`config.mk`:
```
export PLATFORM = sky130hd
export DESIGN_NAME = id_ex_stage
export DESIGN_NICKNAME = d
export VERILOG_FILES = /design/src/rtl/id_ex_stage.sv
export SDC_FILE = /design/constraint.sdc
export NUM_CORES = 1
export LEC_CHECK = 0
export CORE_AREA = 4 4 165 199
export DETAILED_ROUTE_END_ITERATION = 16
export DIE_AREA = 0 0 169 203
export SETUP_SLACK_MARGIN = 0.02
export SLEW_MARGIN = 20
export SYNTH_ARGS = -nofsm -noshare
export SYNTH_HDL_FRONTEND = slang
export SYNTH_SLANG_ARGS = --single-unit
```
`constraint.sdc`:
```
create_clock -name clk -period 4.4 [get_ports clk]
set_input_delay 1.32 -clock clk [delete_from_list [all_inputs] [get_ports clk]]
set_output_delay 1.32 -clock clk [all_outputs]
set_load 0.03 [all_outputs]
```
`src/rtl/id_ex_stage.sv`:
```
// id_ex_stage
// Decode-to-execute pipeline register for the RV32I core, directly upstream of
// the ALU. It holds one decoded instruction and presents ALU operands through a
// valid/ready handshake. Operand forwarding from EX/MEM and MEM/WB is applied on
// the output side. While stalled, the forwarded operands are written back into
// the holding registers, so a forwarded value survives after its producer retires.
//
// Ports
//   clk, rst_n                     rising-edge clock, async active-low reset
//   in_valid / in_ready            upstream handshake
//   in_pc, in_rs1_data, in_rs2_data, in_imm   decoded operands (32b)
//   in_rs1_addr, in_rs2_addr, in_rd_addr      register indices (5b)
//   in_alu_op, in_use_pc, in_use_imm, in_reg_write  control
//   exm_wen/exm_rd/exm_data        EX/MEM forwarding source
//   wb_wen/wb_rd/wb_data           MEM/WB forwarding source
//   flush                          kill the held instruction
//   out_valid / out_ready          downstream handshake
//   data1, data2, store_data       ALU operands and forwarded rs2
//   alu_op, out_rd_addr, out_reg_write        destination/control info
module id_ex_stage (
   input  logic        clk,
   input  logic        rst_n,
   input  logic        in_valid,
   output logic        in_ready,
   input  logic [31:0] in_pc,
   input  logic [31:0] in_rs1_data,
   input  logic [31:0] in_rs2_data,
   input  logic [31:0] in_imm,
   input  logic [4:0]  in_rs1_addr,
   input  logic [4:0]  in_rs2_addr,
   input  logic [4:0]  in_rd_addr,
   input  logic [4:0]  in_alu_op,
   input  logic        in_use_pc,
   input  logic        in_use_imm,
   input  logic        in_reg_write,
   input  logic        exm_wen,
   input  logic [4:0]  exm_rd,
   input  logic [31:0] exm_data,
   input  logic        wb_wen,
   input  logic [4:0]  wb_rd,
   input  logic [31:0] wb_data,
   input  logic        flush,
   output logic        out_valid,
   input  logic        out_ready,
   output logic [31:0] data1,
   output logic [31:0] data2,
   output logic [4:0]  alu_op,
   output logic [31:0] store_data,
   output logic [4:0]  out_rd_addr,
   output logic        out_reg_write
);

   logic        v;
   logic [31:0] pc;
   logic [31:0] rs1;
   logic [31:0] rs2;
   logic [31:0] imm;
   logic [4:0]  rs1_addr;
   logic [4:0]  rs2_addr;
   logic [4:0]  rd_addr;
   logic [4:0]  op;
   logic        use_pc;
   logic        use_imm;
   logic        reg_write;

   logic        accept;
   logic        stall;
   logic [31:0] rs1_fwd;
   logic [31:0] rs2_fwd;

   // Flush forces in_ready high so an upstream stage flushed in the same cycle
   // is never blocked; whatever it offers is discarded by the accept term.
   assign in_ready = !v || out_ready || flush;
   assign accept   = in_valid && in_ready && !flush;
   assign stall    = v && !out_ready && !flush;

   // EX/MEM is the younger producer, so it takes priority over MEM/WB.
   // x0 is hardwired zero and must never pick up a forwarded value.
   always_comb begin
      rs1_fwd = rs1;
      if (exm_wen && (exm_rd == rs1_addr) && (rs1_addr != 5'd0))
         rs1_fwd = exm_data;
      else if (wb_wen && (wb_rd == rs1_addr) && (rs1_addr != 5'd0))
         rs1_fwd = wb_data;
   end

   always_comb begin
      rs2_fwd = rs2;
      if (exm_wen && (exm_rd == rs2_addr) && (rs2_addr != 5'd0))
         rs2_fwd = exm_data;
      else if (wb_wen && (wb_rd == rs2_addr) && (rs2_addr != 5'd0))
         rs2_fwd = wb_data;
   end

   always_ff @(posedge clk or negedge rst_n) begin
      if (!rst_n) begin
         v         <= 1'b0;
         pc        <= 32'd0;
         rs1       <= 32'd0;
         rs2       <= 32'd0;
         imm       <= 32'd0;
         rs1_addr  <= 5'd0;
         rs2_addr  <= 5'd0;
         rd_addr   <= 5'd0;
         op        <= 5'd0;
         use_pc    <= 1'b0;
         use_imm   <= 1'b0;
         reg_write <= 1'b0;
      end else if (accept) begin
         // Operands are captured raw; forwarding is resolved on the output side.
         v         <= 1'b1;
         pc        <= in_pc;
         rs1       <= in_rs1_data;
         rs2       <= in_rs2_data;
         imm       <= in_imm;
         rs1_addr  <= in_rs1_addr;
         rs2_addr  <= in_rs2_addr;
         rd_addr   <= in_rd_addr;
         op        <= in_alu_op;
         use_pc    <= in_use_pc;
         use_imm   <= in_use_imm;
         reg_write <= in_reg_write;
      end else if (stall) begin
         rs1 <= rs1_fwd;
         rs2 <= rs2_fwd;
      end else begin
         // Reached on flush, on a consume with no new accept, or when idle.
         v <= 1'b0;
      end
   end

   assign out_valid     = v;
   assign data1         = use_pc  ? pc  : rs1_fwd;
   assign data2         = use_imm ? imm : rs2_fwd;
   assign store_data    = rs2_fwd;
   assign alu_op        = op;
   assign out_rd_addr   = rd_addr;
   assign out_reg_write = reg_write;

endmodule

```
==> impl_metrics.json, run 1 <==
{
  "status": "complete, no violations",
  "cts_tree": "done",
  "intPower_mw": 3.87,
  "p_leak_nw": 6.41,
  "p_comb_share_pct": 43.3,
  "synthTopCellsByCount": "152 x dfrtp_1, 107 x nand2_1, 62 x o31ai_1, 60 x o21ai_0, 56 x mux2_2",
  "switching_share_pct": 37.1,
  "ys_types": 46,
  "fin_crit_ps": 4370,
  "row_count": 71,
  "grt_max_degree": 83,
  "postSynthNetCount": 1176,
  "hold_viol_final": 0,
  "die_area_um2": 34300,
  "clockRootBuffer": "clkbuf_16",
  "holdWs_ps": 504,
  "rsz0062_at_grt": "true",
  "clock_latency_ps": 440,
  "synth_top_area_cell": "dfrtp_1",
  "post-place-cells": 1729,
  "fin_skew_ps": 14.8,
  "drtIter0Drc": 832,
  "synth_edf_count": 0,
  "power.switching_mw": 2.28,
  "vdd.ir_drop.worst_v": 0.000213,
  "first_pass_iters": 8,
  "holdCritPathClass": "register to register",
  "grt_usage_pct": 22.6,
  "total_power_mw": 6.15,
  "fin_nets": 1606,
  "io_buffers": 340,
  "yosysSeqAreaShare_pct": 41.4,
  "area_delta_synth_final_pct": 72.0,
  "report.final.setup_viol": 0,
  "start_kind": "input port",
  "final_cells": 1791,
  "avgSynthCellArea_um2": 9.73,
  "cts_made_buffers": 17,
  "antenna_found_initial": 5,
  "relSlewSlack_pct": 31.4,
  "hpwlAfterDp_um": 27800,
  "synthArstFlopShare_pct": 100,
  "htree_num_levels": 4,
  "routedWlPerCell_um": 22.4,
  "min_period_over_period_pct": 99.2,
  "gp_congestion": 0.843,
  "ys_seq_elements": 152,
  "drc_errors": 0,
  "clock-sinks": 152,
  "worstSetupPathType": "input port to primary output",
  "clock_power_share_pct": 26.2,
  "power_density_nw_per_um2": 389,
  "synth_area_leaders": "dfrtp_1 41%, mux2_2 6.9%, a221oi_2 6.1%",
  "ys_warn_count": 0,
  "post_dp_cell_area_um2": 13800,
  "worstPathRequired_ps": 3080,
  "core_area_um2": 31000,
  "chipHeight_um": 203,
  "maxCapViolations": 0,
  "io_pins": 341,
  "fmax_ghz": 0.229,
  "synthCells": 944,
  "grt.overflow.total": 0,
  "fill_cells": 2799,
  "synth_most_common_cell": "dfrtp_1",
  "vias": 9694,
  "vias_per_cell": 5.41,
  "grt_pass1_vias": 9895,
  "cp.arrival_ps": 3050,
  "ctsHoldBuffers": 0,
  "fin_area_um2": 15800,
  "ant_nets": 0,
  "seqPwrFrac_pct": 30.6,
  "synth_top_area_share_pct": 41.4,
  "clock_path_buffers": 2,
  "syn_area_um2": 9180,
  "critPathCaptureType": "primary output",
  "die-width_um": 169,
  "tns_ps": 0,
  "final_layout_size_suffix_gt1_share_pct": 38.5,
  "worst_pin_slew_ps": 1030,
  "path_max_fanout": 10,
  "grt_first_pass_wirelength_um": 60200,
  "synthFlopType": "dfrtp_1",
  "path_clk_slew_ps": 60,
  "drt-total-wl_um": 40100,
  "slew_viol_final": 0,
  "start_util_pct": 29.6
}
## cells in the final DEF (no fill, tap or decap), types with 9 or more instances in the layout
cell	netlist	layout
a221oi_2	37	43
inv_1	34	34
a31oi_1	31	31
o31ai_2	0	24
mux2_2	56	56
clkbuf_16	0	17
buf_8	0	9
a22o_1	31	31
o31ai_1	62	31
mux2i_4	0	11
nor2_1	42	18
o21ai_0	60	56
buf_6	15	42
buf_4	5	181
xnor2_2	0	9
nor3_1	31	31
and3_1	32	32
buf_12	0	20
nor2_2	1	10
o21ai_1	35	38
a221oi_4	0	17
mux2i_2	0	18
dfrtp_1	152	150
nand2_1	107	105
nor2_4	0	15
clkdlybuf4s50_1	0	230
a22oi_1	35	35
## through the flow
| step | util [%] | setup WS, ps |
|---|---|---|
| 6_report | 50.9 | 34.8 |
| 5_1_grt | 50.9 | -37.2 |
| 4_1_cts | 49.2 | -9.17 |
| 3_5_place_dp | 44.4 | -746 |
| 3_3_place_gp | 44.4 | -765 |
| 2_1_floorplan | - | 93.6 |
## critical path, cell delays in order
cell and delay [ps]:
buf_2 110, or2_1 200, o21a_1 210, nor3_4 240, buf_6 160, buf_12 160, buf_4 120, a221oi_2 40
o31ai_2 260, buf_4 210
## registers in the layout, summed over array words and instances, names as in the netlist
register and flops:
imm 32, pc 32, rs1 32, rs2 32, alu_op 5, out_rd_addr 5, rs1_addr 5, rs2_addr 5
out_reg_write 1, out_valid 1, use_imm 1, use_pc 1
## power groups by stage
stage	clock, mW	combinational [mW]	sequential [mW]
2_1_floorplan	0	1.37	1.78
3_3_place_gp	0	2.37	1.85
3_5_place_dp	0	2.38	1.86
4_1_cts	1.64	2.57	1.86
5_1_grt	1.69	2.81	1.91
6_report	1.61	2.66	1.88
## area by class of cell
type / instances / area (µm²) / share of cell area [%]
multi-input cells: 667 / 5800 / 36.8
repair buffers: 502 / 4920 / 31.1
flip-flops and latches: 152 / 3810 / 24.1
well taps: 401 / 502 / 3.18
clock buffers: 19 / 443 / 2.80
clock inverters: 12 / 176 / 1.12
inverters: 34 / 128 / 0.808
diodes: 4 / 10.0 / 0.0634
## routing by layer
metal,GRT usage [%],up-vias,wire (µm)
met5,0,-,19
met4,8.57,2,1220
met3,4.71,71,2560
met2,38.1,419,20200
met1,28.3,4775,16100
li1,-,4427,-
## what timing repair did
action | 4_1_cts | 5_1_grt
setup endpoints to repair | 96 | 92
gates cloned | 4 | 0
setup buffers | 15 | 14
gates resized for setup | 225 | 91
pin swaps | 39 | 37
## logic make-up (layout without fill, tap and decap cells)
logic type | after synthesis | after routing | synth area share, %
AOI/OAI and AO/OA | 328 | 328 | 27.8
and+or+nand+nor | 234 | 234 | 11.9
DFF | 152 | 152 | 41.4
buffers and inverters | 125 | 567 | 6.84
muxes | 88 | 88 | 10.4
xor gates and xnor gates | 17 | 17 | 1.62
other | 0 | 4 | 0
## worst paths after layout
kind,from,to,slack (ps),cells past startpoint
min,out_rd_addr[3],out_rd_addr[3],500,1
min reg2reg,out_rd_addr[3],out_rd_addr[3],500,1
min in group asynchronous,rst_n,out_rd_addr[3],920,1
max reg2reg,rs2_addr[0],rs2[0],1880,7
max,exm_rd[1],data1[19],30,10
max in group asynchronous,rst_n,rs2[6],2710,2
Note: power is estimated with default switching activity, not from simulation.
==> inputs of run 2 (changes only) <==
==> constraint.sdc (replaced) <==
create_clock -name clk -period 5.2 [get_ports clk]
set_input_delay 1.56 -clock clk [delete_from_list [all_inputs] [get_ports clk]]
set_output_delay 1.56 -clock clk [all_outputs]
set_load 0.03 [all_outputs]
==> run 2 against run 1 <==
Compared with the run above: utilization shrank 4.0 points; register-to-register slack gained 700 ps; sequential power shrank 16%; clock power shrank 27%; setup slack gained 81 ps.
==> impl_metrics.json, run 2 (synthesized netlist as in run 1, its figures left out) <==
{
  "critPathSlowestCell": "a211oi_4",
  "path_cells": "dlygate4sd2_1, xnor2_1, nand3_1, a211oi_4, buf_6, buf_4, mux2i_2, buf_4, a221oi_2, buf_4",
  "critical_path_buf_inv_count": 5,
  "rsz0062_at_grt": "false",
  "clock-sinks": 152,
  "io_buffers": 340,
  "reg2reg_from": "rs2_addr[0]",
  "critPathMostFrequentCell": "buf_4",
  "vias_per_cell": 5.43,
  "fmax_ghz": 0.197,
  "final_layout_size_suffix_gt1_share_pct": 29.5,
  "first_pass_iters": 5,
  "cts_made_buffers": 17,
  "hold_viol_final": 0,
  "grt_first_pass_wirelength_um": 56800,
  "holdCritPathClass": "register to register",
  "cp-endpoint": "data2[5]",
  "vdd.ir_drop.worst_v": 0.000174,
  "start_kind": "input port",
  "fin_nets": 1531,
  "final_common_cell": "clkdlybuf4s50_1",
  "crit_family": "buffers and inverters",
  "total_power_mw": 4.80,
  "fin_skew_ps": 9.06,
  "clock_path_buffers": 2,
  "drtIter0Drc": 741,
  "relSlewSlack_pct": 25.0,
  "startpoint": "wb_rd[3]",
  "core_area_um2": 31000,
  "grt_usage_pct": 21.4,
  "worst_pin_slew_ps": 1120,
  "ant_nets": 0,
  "tns_ps": 0,
  "fin_crit_ps": 5080,
  "cts_tree": "done",
  "chipHeight_um": 203,
  "r2r_end": "rs2[0]",
  "holdWs_ps": 508,
  "status": "complete, no violations",
  "antenna_found_initial": 8,
  "grt_pass1_vias": 9382,
  "htree_num_levels": 4,
  "grt_max_degree": 94,
  "rrSetupSlack_ps": 2580,
  "die_area_um2": 34300,
  "p_leak_nw": 5.89,
  "ctsHoldBuffers": 0,
  "cp.arrival_ps": 3520,
  "path_depth": 10,
  "worstPathRequired_ps": 3640,
  "routedWlPerCell_um": 22.5,
  "io_pins": 341,
  "drt-total-wl_um": 38800,
  "area_delta_synth_final_pct": 58.6,
  "final_cell_mix": "231 x clkdlybuf4s50_1, 150 x dfrtp_1, 141 x buf_4",
  "drc_errors": 0,
  "report.final.setup_viol": 0,
  "path_clk_slew_ps": 70,
  "grt.overflow.total": 0,
  "clock_latency_ps": 440,
  "slew_viol_final": 0,
  "maxCapViolations": 0,
  "row_count": 71,
  "reg2regPathDepth": 7,
  "clockRootBuffer": "clkbuf_16",
  "gp_congestion": 0.873,
  "max_stage_delay_ps": 320,
  "worstSetupPathType": "input port to primary output",
  "power_density_nw_per_um2": 330,
  "critPathCaptureType": "primary output",
  "vias": 9351,
  "path_max_fanout": 6,
  "hpwlAfterDp_um": 26900,
  "die-width_um": 169,
  "start_util_pct": 29.6,
  "min_period_over_period_pct": 97.8
}
## run 2: area by class of cell
cell class | instances | area, µm²
inverters | 34 | 128
repair buffers | 427 | 4290
well taps | 401 | 502
multi-input cells | 667 | 5270
clock buffers | 19 | 453
fillers | 2945 | 16400
diodes | 9 | 22.5
clock inverters | 13 | 81.3
flip-flops and latches | 152 | 3810
## run 2: tightest hold or removal path, delay by kind of cell (launching register included)
family	cells	cell delay, ps
flip-flops	1	340
AO/OA/AOI/OAI	2	120
## run 2: routing by layer
metal	wire length, µm	share of wire (%)	up-vias	GRT usage [%]
met5	0	0	-	0
met4	1240	3.2	0	9.89
met3	2530	6.5	61	4.15
met2	19100	49	388	35.2
met1	15900	41	4625	27.2
li1	-	-	4277	-
## run 2: worst min-delay path by stage
| stage | start | end | slack, ps | cells after the start |
|---|---|---|---|---|
| 3_5_place_dp | rs1[28] | rs1[28] | 490 | 2 |
| 5_1_grt | rs1[1] | rs1[1] | 520 | 2 |
| 3_3_place_gp | rs1[28] | rs1[28] | 490 | 2 |
| 2_1_floorplan | rs1[0] | rs1[0] | 470 | 2 |
| 6_report | rs1[1] | rs1[1] | 510 | 2 |
| 4_1_cts | rs1[28] | rs1[28] | 510 | 2 |
## run 2: power by group
| group | internal (mW) | leakage (nW) | switching, mW |
|---|---|---|---|
| registers | 1.38 | 1.85 | 0.193 |
| logic | 0.960 | 3.78 | 1.10 |
| clock network | 0.629 | 0.256 | 0.545 |
## run 2: per-stage QoR
stage | cell area [µm²] | setup WS (ps) | util [%] | std cells
after floorplan | 9180 | 265 | - | 944
after global placement | 13300 | -164 | 42.8 | 1670
after detailed placement | 13300 | -153 | 42.8 | 1670
after CTS | 14100 | 17.0 | 45.6 | 1707
after global routing | 14600 | 50.6 | 47.0 | 1721
final | 14600 | 116 | 47.0 | 1722
## run 2: timing repair
| item | CTS | global route |
|---|---|---|
| cloned | 1 | 4 |
| endpoints found under the setup margin | 84 | 93 |
| setup buffers | 4 | 2 |
| resized for setup | 59 | 51 |
| pin swaps | 6 | 9 |
| hold endpoints to repair | 0 | 0 |
==> inputs of run 3 (changes only) <==
--- a/config.mk
+++ b/config.mk
@@ -8,6 +8,8 @@
 export CORE_AREA = 4 4 165 199
 export DETAILED_ROUTE_END_ITERATION = 16
 export DIE_AREA = 0 0 169 203
+export GPL_ROUTABILITY_DRIVEN = 0
+export PLACE_DENSITY = 0.65
 export SETUP_SLACK_MARGIN = 0.02
 export SLEW_MARGIN = 20
 export SYNTH_ARGS = -nofsm -noshare
==> run 3 against run 2 <==
Compared with the run above: non-clock buffer count decreased by 1; register-to-register slack about the same; clock skew increased by 5.7 ps; combinational power about the same; cell area decreased by 2.1%; setup slack got worse by 24 ps.
==> impl_metrics.json, run 3 (synthesized netlist as in run 1, its figures left out) <==
{
  "power_density_nw_per_um2": 343,
  "grt_usage_pct": 21.4,
  "worst_pin_slew_ps": 1040,
  "grt_first_pass_wirelength_um": 57100,
  "critPathCaptureType": "primary output",
  "chipHeight_um": 203,
  "core_area_um2": 31000,
  "cp-endpoint": "store_data[11]",
  "cp.arrival_ps": 3550,
  "reg2reg_from": "rs2_addr[0]",
  "io_buffers": 340,
  "routedWlPerCell_um": 22.2,
  "clock_path_buffers": 2,
  "path_clk_slew_ps": 60,
  "rsz0062_at_grt": "true",
  "vias_per_cell": 5.42,
  "slew_viol_final": 0,
  "start_kind": "input port",
  "fill_cells": 2971,
  "seq_area_um2": 3810,
  "max_stage_delay_ps": 340,
  "row_count": 71,
  "r2r_end": "rs2[21]",
  "rrSetupSlack_ps": 2580,
  "final_layout_size_suffix_gt1_share_pct": 26.9,
  "place_ws_ps": -234,
  "vias": 9314,
  "holdCritPathClass": "register to register",
  "clock-sinks": 152,
  "startpoint": "wb_rd[2]",
  "reg2regPathDepth": 7,
  "worst_slack_ps": 92.2,
  "grt_pass1_vias": 9513,
  "clock_latency_ps": 440,
  "total_power_mw": 4.89,
  "worstSetupPathType": "input port to primary output",
  "fmax_ghz": 0.196,
  "die-width_um": 169,
  "drtIter0Drc": 747,
  "fin_area_um2": 14300,
  "grt.overflow.total": 0,
  "fin_nets": 1530,
  "drt-total-wl_um": 38100,
  "ant_nets": 0,
  "final_cell_mix": "232 x clkdlybuf4s50_1, 150 x dfrtp_1, 143 x buf_4",
  "tns_ps": 0,
  "status": "complete, no violations",
  "antenna_found_initial": 8,
  "final_common_cell": "clkdlybuf4s50_1",
  "path_cells": "dlygate4sd2_1, xnor2_1, nand3_1, a211oi_4, buf_6, bufbuf_16, mux2i_1, o21ai_0, buf_4",
  "area_delta_synth_final_pct": 55.3,
  "cts_tree": "done",
  "die_area_um2": 34300,
  "maxCapViolations": 0,
  "first_pass_iters": 5,
  "p_leak_nw": 5.82,
  "fin_skew_ps": 14.8,
  "grt_max_degree": 107,
  "relSlewSlack_pct": 30.9,
  "htree_num_levels": 4,
  "drc_errors": 0,
  "clockRootBuffer": "clkbuf_16",
  "path_max_fanout": 8,
  "vdd.ir_drop.worst_v": 0.000191,
  "critPathSlowestCell": "mux2i_1",
  "hpwlAfterDp_um": 26700,
  "worstPathRequired_ps": 3640,
  "io_pins": 341,
  "post_dp_cell_area_um2": 13200,
  "multi_input_area_um2": 5010,
  "hold_viol_final": 0,
  "min_period_over_period_pct": 98.2,
  "start_util_pct": 29.6,
  "fin_util_pct": 46.0,
  "cts_made_buffers": 17,
  "fin_crit_ps": 5110,
  "report.final.setup_viol": 0
}
-- run 3: worst min path at each step --
stage	from	to	slack, ps	cells after the start
2_1_floorplan	rs1[0]	rs1[0]	470	2
3_3_place_gp	rs1[15]	rs1[15]	490	2
3_5_place_dp	rs1[3]	rs1[3]	490	2
4_1_cts	alu_op[2]	alu_op[2]	510	1
5_1_grt	pc[16]	pc[16]	520	1
6_report	pc[20]	pc[20]	510	1
-- run 3: worst max-delay path: cells and delay by family --
kind                   cells  cell delay (ps)
XOR/XNOR                   1              160
AO/OA/AOI/OAI              2              390
AND/OR/NAND/NOR            1              140
multiplexers               1              340
buffers and inverters      4              940
-- run 3: repair_timing --
action                                  CTS  global route
buffers inserted                          6             0
endpoints found under the setup margin   94            81
gates resized for setup                  49            23
cloned                                    3             0
pin swaps                                 9             4
endpoints found under the hold margin     0             0
hold buffers                              0             0
-- run 3: where the power goes --
| part | total (mW) | internal [mW] | switching (mW) |
|---|---|---|---|
| combinational | 2.05 | 0.954 | 1.10 |
| sequential | 1.55 | 1.38 | 0.172 |
| clock | 1.29 | 0.750 | 0.539 |
| total | 4.89 | 3.08 | 1.81 |
-- run 3: layout make-up --
type                    instances  area share [%]
well taps                     401            3.52
flip-flops and latches        152            26.7
clock buffers                  18            3.01
multi-input cells             667            35.1
inverters                      34           0.895
clock inverters                14            1.11
diodes                          8           0.140
repair buffers                426            29.5
-- run 3: metal layers --
metal | vias up | GRT usage [%] | routed length (µm)
met3 | 61 | 4.83 | 2700
li1 | 4274 | - | -
met1 | 4570 | 27.5 | 15700
met4 | 0 | 8.63 | 1100
met5 | - | 0 | 0
met2 | 409 | 34.9 | 18600
-- run 3: stage by stage --
step,std cells,hold WS (ps)
after floorplan,944,472
after global placement,1671,486
after detailed placement,1671,488
after CTS,1712,509
after global routing,1720,523
final,1720,506
